--- src/rtl/wb_stage.sv ---
// Write-back stage: drives the register-file write port from ALU results or returned load data.
// Optional WB_LOAD_BYPASS_EN: load data is written in the same cycle as ld_valid.
module wb_stage #(
    parameter int DATA_W     = 32,
    parameter int LD_TIMEOUT = 15
) (
    input  logic              clk,
    input  logic              rst,
    input  logic              mem_valid,
    output logic              mem_ready,
    input  logic              mem_wb_en,
    input  logic              mem_read_en,
    input  logic [3:0]        mem_dest,
    input  logic [DATA_W-1:0] alu_result,
    input  logic              ld_valid,
    input  logic [DATA_W-1:0] ld_data,
    output logic              writeBackEn,
    output logic [3:0]        destWB,
    output logic [DATA_W-1:0] valueWB,
    output logic              pend_valid,
    output logic [3:0]        pend_dest,
    output logic              ld_err
);

    typedef enum logic [1:0] {IDLE, WAIT_LD, WRITE} state_t;

    localparam logic [7:0] TIMEOUT_LAST = 8'(LD_TIMEOUT - 1);

    state_t            state_q, state_d;
    logic [7:0]        cnt_q, cnt_d;
    logic              wb_en_q, wb_en_d;
    logic [3:0]        dest_q, dest_d;
    logic [DATA_W-1:0] value_q, value_d;
    logic              pend_valid_q, pend_valid_d;
    logic [3:0]        pend_dest_q, pend_dest_d;
    logic              ld_err_q, ld_err_d;
    logic              accept;
    logic              ld_fire;

    assign mem_ready = (state_q != WAIT_LD);
    assign accept    = mem_valid && mem_ready;
    assign ld_fire   = (state_q == WAIT_LD) && ld_valid;

    always_comb begin
        state_d      = state_q;
        cnt_d        = cnt_q;
        wb_en_d      = 1'b0;
        dest_d       = dest_q;
        value_d      = value_q;
        pend_valid_d = pend_valid_q;
        pend_dest_d  = pend_dest_q;
        ld_err_d     = ld_err_q;
        case (state_q)
            IDLE, WRITE: begin
                state_d = IDLE;
                if (accept && mem_wb_en) begin
                    if (mem_read_en) begin
                        state_d      = WAIT_LD;
                        pend_valid_d = 1'b1;
                        pend_dest_d  = mem_dest;
                        cnt_d        = 8'd0;
                    end else begin
                        state_d = WRITE;
                        wb_en_d = 1'b1;
                        dest_d  = mem_dest;
                        value_d = alu_result;
                    end
                end
            end
            WAIT_LD: begin
                cnt_d = cnt_q + 8'd1;
                // Data arriving in the last allowed cycle still wins over the timeout.
                if (ld_valid) begin
                    pend_valid_d = 1'b0;
                    dest_d       = pend_dest_q;
                    value_d      = ld_data;
`ifdef WB_LOAD_BYPASS_EN
                    state_d      = IDLE;
`else
                    state_d      = WRITE;
                    wb_en_d      = 1'b1;
`endif
                end else if (cnt_q == TIMEOUT_LAST) begin
                    state_d      = IDLE;
                    pend_valid_d = 1'b0;
                    ld_err_d     = 1'b1;
                end
            end
            default: state_d = IDLE;
        endcase
    end

    always_ff @(posedge clk or negedge rst) begin
        if (!rst) begin
            state_q      <= IDLE;
            cnt_q        <= 8'd0;
            wb_en_q      <= 1'b0;
            dest_q       <= 4'd0;
            value_q      <= '0;
            pend_valid_q <= 1'b0;
            pend_dest_q  <= 4'd0;
            ld_err_q     <= 1'b0;
        end else begin
            state_q      <= state_d;
            cnt_q        <= cnt_d;
            wb_en_q      <= wb_en_d;
            dest_q       <= dest_d;
            value_q      <= value_d;
            pend_valid_q <= pend_valid_d;
            pend_dest_q  <= pend_dest_d;
            ld_err_q     <= ld_err_d;
        end
    end

`ifdef WB_LOAD_BYPASS_EN
    // Load data goes straight to the write port in its arrival cycle.
    assign writeBackEn = wb_en_q || ld_fire;
    assign destWB      = ld_fire ? pend_dest_q : dest_q;
    assign valueWB     = ld_fire ? ld_data : value_q;
`else
    assign writeBackEn = wb_en_q;
    assign destWB      = dest_q;
    assign valueWB     = value_q;
`endif
    assign pend_valid  = pend_valid_q;
    assign pend_dest   = pend_dest_q;
    assign ld_err      = ld_err_q;

endmodule

--- config.mk ---
export PLATFORM = sky130hd
export DESIGN_NAME = wb_stage
export DESIGN_NICKNAME = d
export VERILOG_FILES = /design/src/rtl/wb_stage.sv
export SDC_FILE = /design/constraint.sdc
export NUM_CORES = 1
export LEC_CHECK = 0
export BUFFER_PORTS_ARGS = -buffer_cell sky130_fd_sc_hd__buf_2
export CORE_UTILIZATION = 47
export DETAILED_ROUTE_END_ITERATION = 16
export HOLD_SLACK_MARGIN = 0.15
export PLACE_DENSITY = 0.8
export SLEW_MARGIN = 25
export SYNTH_ARGS = -nofsm -noshare
export SYNTH_HDL_FRONTEND = slang
export SYNTH_SLANG_ARGS = --single-unit
--- constraint.sdc ---
create_clock -name clk -period 2.4 [get_ports clk]
set_input_delay 0.48 -clock clk [delete_from_list [all_inputs] [get_ports clk]]
set_output_delay 0.48 -clock clk [all_outputs]
set_load 0.02 [all_outputs]
==> impl_metrics.env <==
export IMPL_min_delay_path_class="input port to asynchronous set/reset pin"
export IMPL_timing_critical_path_from="state_q[0]"
export IMPL_async_flop_share_pct=100
export IMPL_final_layout_size_suffix_gt1_share_pct=59.8
export IMPL_drcViolationCount=0
export IMPL_routed_top_layer="met4"
export IMPL_timing_final_crit_share_pct=91.0
export IMPL_synth_area_mm2=0.00258
export IMPL_finalPower_mw=2.70
export IMPL_largest_net_degree_at_the_start_of_global_routing=40
export IMPL_clk_root_buffer_cell="sky130_fd_sc_hd__clkbuf_8"
export IMPL_initial_standard_cell_utilization_of_the_core_pct=49.6
export IMPL_finalWeightedCongestion=0.853
export IMPL_cts_tree="done"
export IMPL_die_area_mm2=0.00580
export IMPL_max_slew_margin_rel_pct=52.7
export IMPL_critPathCaptureType="output pin"
export IMPL_final_critical_path_setup_slack_ns=0.217
export IMPL_multi_input_area_mm2=0.00117
export IMPL_total_power_divided_by_cell_area_mw_per_mm2=812
export IMPL_maxClockFrequency_mhz=458
export IMPL_worst_path_required_time_ns=1.92
export IMPL_drt_wl_total_um=5050
export IMPL_peakVddDrop_uv=463
export IMPL_dp_slack_ns=0.221
export IMPL_synth_unique_cells=32
export IMPL_number_of_placed_cells_counting_well_taps=369
export IMPL_clk_transition_reported_paths_ns=0.09
export IMPL_globalRouteOverflowTotal=0
export IMPL_cts_sinks=53
export IMPL_final_hold_violation_count=0
export IMPL_core_rowCount=26
export IMPL_placed_area_mm2=0.00324
export IMPL_placement_io_buffers=117
export IMPL_setup_tns_ns=0
export IMPL_grt_pass1_wl_um=8680
export IMPL_worst_ep_arrival_time_ns=1.70
export IMPL_intPower_mw=1.78
export IMPL_synth_area_per_cell_um2=13.9
export IMPL_post_synth_inst_count=186
export IMPL_antenna_found_initial=0
export IMPL_htree_levels=2
export IMPL_cap_violations=0
export IMPL_grt_setup_unrepaired="false"
export IMPL_ys_flop_type="sky130_fd_sc_hd__dfrtp_1"
export IMPL_via_density=5.13
export IMPL_area_growth_pct=28.9
export IMPL_share_clk_of_total_power_pct=18.3
export IMPL_finClkSkew_ns=0.00737
export IMPL_nets=382
export IMPL_total_switching_power_mw=0.923
export IMPL_cts_root_to_sink_buffers=2
export IMPL_grt_total_usage_pct=18.6
export IMPL_layout_cells_non_filler=376
export IMPL_dp_hpwl_um=3740
export IMPL_detailedRoute_firstIterationViolations=88
export IMPL_min_period_ns=2.18
export IMPL_switching_share_pct=34.1
export IMPL_core_area_mm2=0.00520
export IMPL_worstPathMaxFanout=39
export IMPL_sequential_area_share_after_synthesis_pct=51.4
export IMPL_synth_edf_count=0
export IMPL_cts_repair_timing_setup_buffer_count=0
export IMPL_route_met2_wl_um=2510
export IMPL_flip_flop_and_latch_count_after_synthesis=53
export IMPL_antennaDiodeCount=0
export IMPL_crit_path_start_kind="flop"
export IMPL_worstMarginPinSlew_ns=0.709
export IMPL_final_design_area_no_fill_mm2=0.00333
export IMPL_number_of_clock_buffers_inserted_by_tritoncts=5
export IMPL_routed_via_count=1930
export IMPL_nFillCells=426
export IMPL_fp_dieH_um=76.1
export IMPL_die_w_um=76.1
export IMPL_ys_warnings_count=0
export IMPL_pwr_share_seq_pct=46.3
export IMPL_dr_pass1_iters=4
export IMPL_timing_max_transition_violations_final=0
export IMPL_met3_length_um=366
export IMPL_crit_slowest_cell="sky130_fd_sc_hd__dfrtp_1"
export IMPL_syn_nets=262
export IMPL_register_area_mm2=0.00133
export IMPL_power_leakage_nw=1.60
export IMPL_power_frac_comb_pct=35.4
export IMPL_timing_rr_start="state_q[1]"
export IMPL_pin_count=118
export IMPL_detail_route_antenna_nets=0
export IMPL_first_global_vias=1952
export IMPL_worstSetupPathType="flop to output pin"
export IMPL_finalSetupViolations=0
export IMPL_crit_path_cell_trace="and2b_1 -> inv_4 -> buf_2"
export IMPL_clk_latency_ns=0.29
export IMPL_average_detailed_routed_wire_length_per_instance_um=13.4
export IMPL_result_of_the_run="finished clean"
export IMPL_cp_slowest_stage_delay_ns=0.45
export IMPL_route_layer_met1_wl_um=2160
[per-stage QoR]
stage               hold WS [ns]  utilization (%)
floorplan                  0.184                -
global placement           0.460             62.2
detailed placement         0.463             62.2
CTS                        0.251             64.0
global route               0.286             64.0
finish                     0.229             64.0
[logic make-up after synthesis]
| kind of cell | after synthesis | synth area share, % |
|---|---|---|
| buffers and inverters | 13 | 3.39 |
| AND/OR/NAND/NOR | 25 | 5.18 |
| AO/OA/AOI/OAI | 13 | 4.36 |
| flip-flops | 53 | 51.4 |
| multiplexers | 80 | 34.7 |
| adder cells (fa/ha/maj) | 2 | 0.969 |
[state kept, by name, indices dropped and copies added, names as in the netlist]
signal       flops
valueWB         32
cnt_q            8
destWB           4
pend_dest        4
state_q          2
ld_err           1
pend_valid       1
writeBackEn      1
[Yosys cell counts, types with 2 or more instances]
library cell	instances	area, µm²
sky130_fd_sc_hd__a21oi_1	2	10.0
sky130_fd_sc_hd__buf_2	4	20.0
sky130_fd_sc_hd__buf_6	4	45.0
sky130_fd_sc_hd__dfrtp_1	53	1330
sky130_fd_sc_hd__ha_1	2	25.0
sky130_fd_sc_hd__inv_1	2	7.51
sky130_fd_sc_hd__mux2_1	28	315
sky130_fd_sc_hd__mux2_2	49	552
sky130_fd_sc_hd__mux2i_1	3	30.0
sky130_fd_sc_hd__nand2_1	9	33.8
sky130_fd_sc_hd__nand3_1	6	30.0
sky130_fd_sc_hd__nor3_1	2	10.0
sky130_fd_sc_hd__o21ai_0	2	10.0
sky130_fd_sc_hd__o31ai_1	2	15.0
[cell usage in the layout (no fill, tap or decap), drive strengths merged]
cell type and n:
o21ai 2, a21oi 2, nor3b 1, a21o 1, mux2 77, a31o 1, o41ai 1, or4 1
nor2b 1, and2b 1, nand2 9, nor3 2, clkinvlp 1, buf 123, inv 3, mux2i 3
nand3 6, ha 2, nand4b 1, dfrtp 53, or4b 1, nor4 1, o31ai 2, o311ai 1
o32ai 2, o211ai 1, clkbuf 6, nand4 1
[power by group through the flow]
| stage | Sequential (mW) | Clock, mW | Combinational (mW) |
|---|---|---|---|
| after floorplan | 1.53 | 0 | 0.346 |
| after global placement | 1.26 | 0 | 0.949 |
| after detailed placement | 1.27 | 0 | 0.969 |
| after CTS | 1.26 | 0.518 | 0.971 |
| after global routing | 1.29 | 0.551 | 1.03 |
| final | 1.25 | 0.496 | 0.958 |
[what timing repair did]
action | CTS | global route
gates resized for setup | 1 | 0
endpoints found under the hold margin | 0 | 0
hold buffers | 0 | 0
setup endpoints to repair | 1 | 0
[critical path: cells and delay by family, from the launching register on]
| family | cells | cell delay, ns |
|---|---|---|
| simple gates | 1 | 0.28 |
| buf+inv | 2 | 0.68 |
| flops | 1 | 0.45 |
[layer usage]
metal  vias up  track usage, %
li1        923               -
met1       920            22.4
met2        85            33.5
met3         2            5.27
met4         0            3.46
met5         -               0
[path summary, 6_finish.rpt]
| check | depth (start not counted) | slack, ns | end |
|---|---|---|---|
| setup / recovery | 3 | 0.22 | mem_ready |
| setup reg to reg | 5 | 0.43 | cnt_q[7] |
| hold / removal | 1 | 0.23 | valueWB[27] |
| hold reg to reg | 1 | 0.48 | ld_err |
| min in group clk | 2 | 0.41 | state_q[0] |
| max in group asynchronous | 2 | 1.53 | cnt_q[6] |
[layout make-up]
class | instances | share of cell area [%]
timing repair buffer | 123 | 19.3
multi-input combinational | 120 | 35.1
clock inverter | 1 | 0.225
tap | 70 | 2.63
inverter | 3 | 0.413
sequential | 53 | 39.8
clock buffer | 6 | 2.48
Power figures use the tool's default switching activity.
